--- src/rtl/video_timing_gen.sv ---
// video_timing_gen: raster timing generator.
// Scans an H_TOTAL x V_TOTAL frame and emits the pixel coordinates, syncs,
// data enable and line/frame strobes. Every output is registered and shows
// the decode of the counter value before it advanced, so all outputs stay
// mutually aligned with one enabled edge of latency.
module video_timing_gen #(
  parameter int   H_ACTIVE = 1280,
  parameter int   H_FP     = 110,
  parameter int   H_SYNC   = 40,
  parameter int   H_BP     = 220,
  parameter int   V_ACTIVE = 720,
  parameter int   V_FP     = 5,
  parameter int   V_SYNC   = 5,
  parameter int   V_BP     = 20,
  parameter logic SYNC_POL = 1'b1
) (
  input  logic        i_clk,
  input  logic        i_rst_n,
  input  logic        i_en,
  output logic [15:0] o_x,
  output logic [15:0] o_y,
  output logic        o_de,
  output logic        o_h_sync,
  output logic        o_v_sync,
  output logic        o_line_start,
  output logic        o_frame_start
);

  localparam logic [15:0] H_LAST     = 16'(H_ACTIVE + H_FP + H_SYNC + H_BP - 1);
  localparam logic [15:0] V_LAST     = 16'(V_ACTIVE + V_FP + V_SYNC + V_BP - 1);
  localparam logic [15:0] H_ACT_END  = 16'(H_ACTIVE);
  localparam logic [15:0] V_ACT_END  = 16'(V_ACTIVE);
  localparam logic [15:0] HS_START   = 16'(H_ACTIVE + H_FP);
  localparam logic [15:0] HS_END     = 16'(H_ACTIVE + H_FP + H_SYNC);
  localparam logic [15:0] VS_START   = 16'(V_ACTIVE + V_FP);
  localparam logic [15:0] VS_END     = 16'(V_ACTIVE + V_FP + V_SYNC);

  logic [15:0] h_cnt;
  logic [15:0] v_cnt;

  logic h_last;
  logic v_last;
  logic h_in_sync;
  logic v_in_sync;
  logic in_active;

  // Region decode of the current (pre-advance) counter values.
  always_comb begin
    h_last    = (h_cnt == H_LAST);
    v_last    = (v_cnt == V_LAST);
    h_in_sync = (h_cnt >= HS_START) && (h_cnt < HS_END);
    v_in_sync = (v_cnt >= VS_START) && (v_cnt < VS_END);
    in_active = (h_cnt < H_ACT_END) && (v_cnt < V_ACT_END);
  end

  // Raster counters: advance one pixel per enabled edge, wrap at line/frame end.
  always_ff @(posedge i_clk or negedge i_rst_n) begin
    if (!i_rst_n) begin
      h_cnt <= '0;
      v_cnt <= '0;
    end else if (i_en) begin
      if (h_last) begin
        h_cnt <= '0;
        v_cnt <= v_last ? 16'd0 : v_cnt + 16'd1;
      end else begin
        h_cnt <= h_cnt + 16'd1;
      end
    end
  end

  // Output register: capture the decode on enabled edges; levels hold and
  // strobes drop when disabled so each strobe lasts a single clock.
  always_ff @(posedge i_clk or negedge i_rst_n) begin
    if (!i_rst_n) begin
      o_x           <= '0;
      o_y           <= '0;
      o_de          <= 1'b0;
      o_h_sync      <= ~SYNC_POL;
      o_v_sync      <= ~SYNC_POL;
      o_line_start  <= 1'b0;
      o_frame_start <= 1'b0;
    end else if (i_en) begin
      o_x           <= h_cnt;
      o_y           <= v_cnt;
      o_de          <= in_active;
      o_h_sync      <= h_in_sync ? SYNC_POL : ~SYNC_POL;
      o_v_sync      <= v_in_sync ? SYNC_POL : ~SYNC_POL;
      o_line_start  <= (h_cnt == 16'd0);
      o_frame_start <= (h_cnt == 16'd0) && (v_cnt == 16'd0);
    end else begin
      o_line_start  <= 1'b0;
      o_frame_start <= 1'b0;
    end
  end

endmodule
--- config.mk ---
export PLATFORM = sky130hd
export DESIGN_NAME = video_timing_gen
export DESIGN_NICKNAME = d
export VERILOG_FILES = /design/src/rtl/video_timing_gen.sv
export SDC_FILE = /design/constraint.sdc
export NUM_CORES = 1
export LEC_CHECK = 0
export ABC_CLOCK_PERIOD_IN_PS = 2100
export CAP_MARGIN = 40
export CORE_UTILIZATION = 45
export DETAILED_ROUTE_END_ITERATION = 8
export PLACE_DENSITY = 0.66
export SLEW_MARGIN = 10
export SYNTH_ARGS = -nofsm -noshare
export SYNTH_HDL_FRONTEND = slang
export SYNTH_SLANG_ARGS = --single-unit
export TNS_END_PERCENT = 30
--- constraint.sdc ---
create_clock -name i_clk -period 2.1 [get_ports i_clk]
set_clock_uncertainty 0.05 [all_clocks]
set_input_delay 0.42 -clock i_clk [delete_from_list [all_inputs] [get_ports i_clk]]
set_output_delay 0.42 -clock i_clk [all_outputs]
set_load 0.01 [all_outputs]
==> results.md <==
- Run status: finished, final reports clean
- DR vias: 2536
- Root Driver: clkbuf_8
- Setup slack after layout: 205 ps
- Commonest non-fill, non-tap cells in the layout: 69 x dfrtp_1, 37 x clkdlybuf4s50_1, 35 x mux2_2, 22 x buf_4, 18 x o21ai_0
- Flop-to-flop setup slack: 210 ps
- Sequential fraction of the synthesis area: 50.4%
- Yosys warning total: 0
- CTS Buf Count: 9
- FMAX: 528 MHz
- WL/cell: 16.1 um
- Synthesized instance count: 300
- Switching share of total power: 27.3%
- Utilization after layout: 57.6%
- Multi-input logic area: 0.00152 mm2
- Share of layout cells above drive strength 1: 24.7%
- Sw Pwr: 0.000877 W
- Largest net degree at the start of global routing: 37
- Final net count: 368
- Static Leak: 1.83 nW
- Startpoint types: flip-flop
- Final period util: 90.2%
- Max Buffers Root-to-Sink: 2
- FP Rows: 31
- Sequential share of power: 50.2%
- Main synth FF type: dfrtp_1
- Final wirelength: 7430 um
- Fillers: 657
- Critical path capture point type: flip-flop
- Final Setup Violations: 0
- Fin. Hold Viols: 0
- Seq. cell area: 0.00173 mm2
- CP Class: reg2reg
- CTS tree: yes
- Most common cell after layout, fill and taps aside: dfrtp_1
- CTS Sinks: 69
- Total GRT Usage: 20.6%
- CP max FO: 11
- Worst-path clk slew: 70 ps
- Die width: 89.3 um
- Slew Viols, Final: 0
- Vias in the first global route: 2381
- Drc violations: 0
- Min cycle time layout: 1890 ps
- Cell Pwr Density: 764 mW/mm2
- Initial antenna violation count: 0
- Chip height: 89.3 um
- Via-per-instance ratio: 5.51
- Grt ovf: 0
- Area Growth Syn to Fin: 22.6%
- Gpl congestion: 0.861
- Post-synth EDFFs: 0
- Asr flop ratio synth: 100%
- Final instance area: 0.00420 mm2
- PortBufs: 39
- # resized after CTS: 0
- Top-level I/O count: 40
- Hold Path Class: reg2reg
- Initial drt markers: 206
- CORE AREA: 0.00729 mm2
- Pre-CTS setup slack: 223 ps
- Post-synthesis net count: 311
- First-pass GRT wire length: 12100 um
- Die Area: 0.00797 mm2
- Syn Area/Cell: 11.4 um2
- Mapped Area: 0.00343 mm2
- Worst vdd ir: 0.528 mV
- Antenna Violating Nets Remaining: 0
- Worst-Margin Slew: 437 ps
- Critical path arrival: 2120 ps
- Netlist cell types: 50
- Comb pwr share: 16.0%
- Setup tns final: 0 ps
- Hold Slack: 445 ps
- Post-CTS setup buffer count: 0
- Initial Utilization: 47.0%
- Max cap viols: 0
- RSZ-0062 raised after global routing: no
- Clock latency on the worst-skew pair: 350 ps
- Area of placed instances: 0.00400 mm2
- Htree depth: 3
- Internal: 0.00233 W
- Post-DP HPWL: 5340 um
- Worst path required time: 2320 ps
- Max_slew headroom: 70.9%
- Ant. Diodes: 0
- Clock power share: 33.8%
- Drt first pass iters: 4
- FF+latch count, synth: 69
[final cells by class]
cell class / instances / area share (%)
Tap cell: 99 / 2.95
Clock inverter: 1 / 0.714
Inverter: 17 / 1.52
Sequential cell: 69 / 41.1
Clock buffer: 14 / 3.87
Multi-Input combinational cell: 197 / 36.2
Timing Repair Buffer: 63 / 13.7
[cell usage after synthesis, types with 3 or more instances]
| master | n | area share [%] |
|---|---|---|
| buf_4 | 4 | 0.88 |
| inv_1 | 17 | 1.9 |
| and3_1 | 5 | 0.91 |
| a211oi_1 | 3 | 0.66 |
| nor2_1 | 14 | 1.5 |
| dfrtp_1 | 69 | 50 |
| nand2_1 | 9 | 0.99 |
| mux2_2 | 35 | 11 |
| nor4_1 | 7 | 1.3 |
| nand4b_1 | 3 | 0.77 |
| o21ai_0 | 18 | 2.6 |
| and4_2 | 3 | 0.88 |
| xnor2_1 | 10 | 2.6 |
| nor3_1 | 9 | 1.3 |
| and4b_2 | 3 | 0.99 |
| a21oi_1 | 4 | 0.58 |
| clkbuf_1 | 4 | 0.44 |
| nand4_1 | 17 | 3.1 |
| ha_1 | 8 | 2.9 |
| nand3_1 | 13 | 1.9 |
| a21bo_2 | 3 | 0.88 |
| nor4b_1 | 3 | 0.77 |
[timing repair]
item,in CTS,in global routing
hold endpoints to repair,17,0
endpoints found under the setup margin,0,0
hold buffers,1,0
[final timing paths]
check | start | end | depth (start not counted)
worst min-delay path | o_v_sync$_DFFE_PN0P_ | o_v_sync$_DFFE_PN0P_ | 1
worst max register to register | v_cnt[0]$_DFFE_PN0P_ | v_cnt[6]$_DFFE_PN0P_ | 5
max in group asynchronous | i_rst_n | o_x[11]$_DFFE_PN0P_ | 3
worst max-delay path | v_cnt[0]$_DFFE_PN0P_ | v_cnt[6]$_DFFE_PN0P_ | 5
min in group asynchronous | i_rst_n | o_y[1]$_DFFE_PN0P_ | 2
worst min register to register | o_v_sync$_DFFE_PN0P_ | o_v_sync$_DFFE_PN0P_ | 1
[power by group through the flow]
| stage | clock, W | sequential, W | combinational [W] |
|---|---|---|---|
| detailed placement | 0 | 0.00163 | 0.000512 |
| finish | 0.00109 | 0.00161 | 0.000513 |
| CTS | 0.00111 | 0.00161 | 0.000521 |
| global route | 0.00116 | 0.00163 | 0.000565 |
| global placement | 0 | 0.00163 | 0.000516 |
| floorplan | 0 | 0.00158 | 0.000351 |
[flip-flops by register name (all words and copies together), names as in the netlist]
signal and flops:
h_cnt 16, o_de 1, o_frame_start 1, o_h_sync 1, o_line_start 1, o_v_sync 1, o_x 16, o_y 16
v_cnt 16
[logic make-up after synthesis]
logic type | after synthesis | share of synthesized area [%]
simple gates | 101 | 19.1
flops | 69 | 50.4
compound gates | 41 | 7.81
mux | 35 | 11.5
buf+inv | 34 | 5.29
xor+xnor | 12 | 3.07
fa+ha+maj | 8 | 2.92
[through the flow]
step,instances,power (W)
global placement,444,0.00214
CTS,460,0.00324
global route,460,0.00336
detailed placement,444,0.00214
floorplan,300,0.00194
finish,460,0.00321
[critical path, stage by stage, from the launching register on]
cell     delay (ps)
dfrtp_1         430
ha_1            230
and4b_2         250
and4_2          300
or4_1           470
o21ai_0          80
[metal layers]
layer  global-route usage [%]  routed length (um)  up-vias
met1                     28.6                3530     1244
li1                         -                   -     1219
met4                     8.95                 146        0
met5                        0                   0        -
met2                     31.0                3450       60
met3                     4.71                 301       13
No activity file was read; power rests on OpenSTA's default activity.
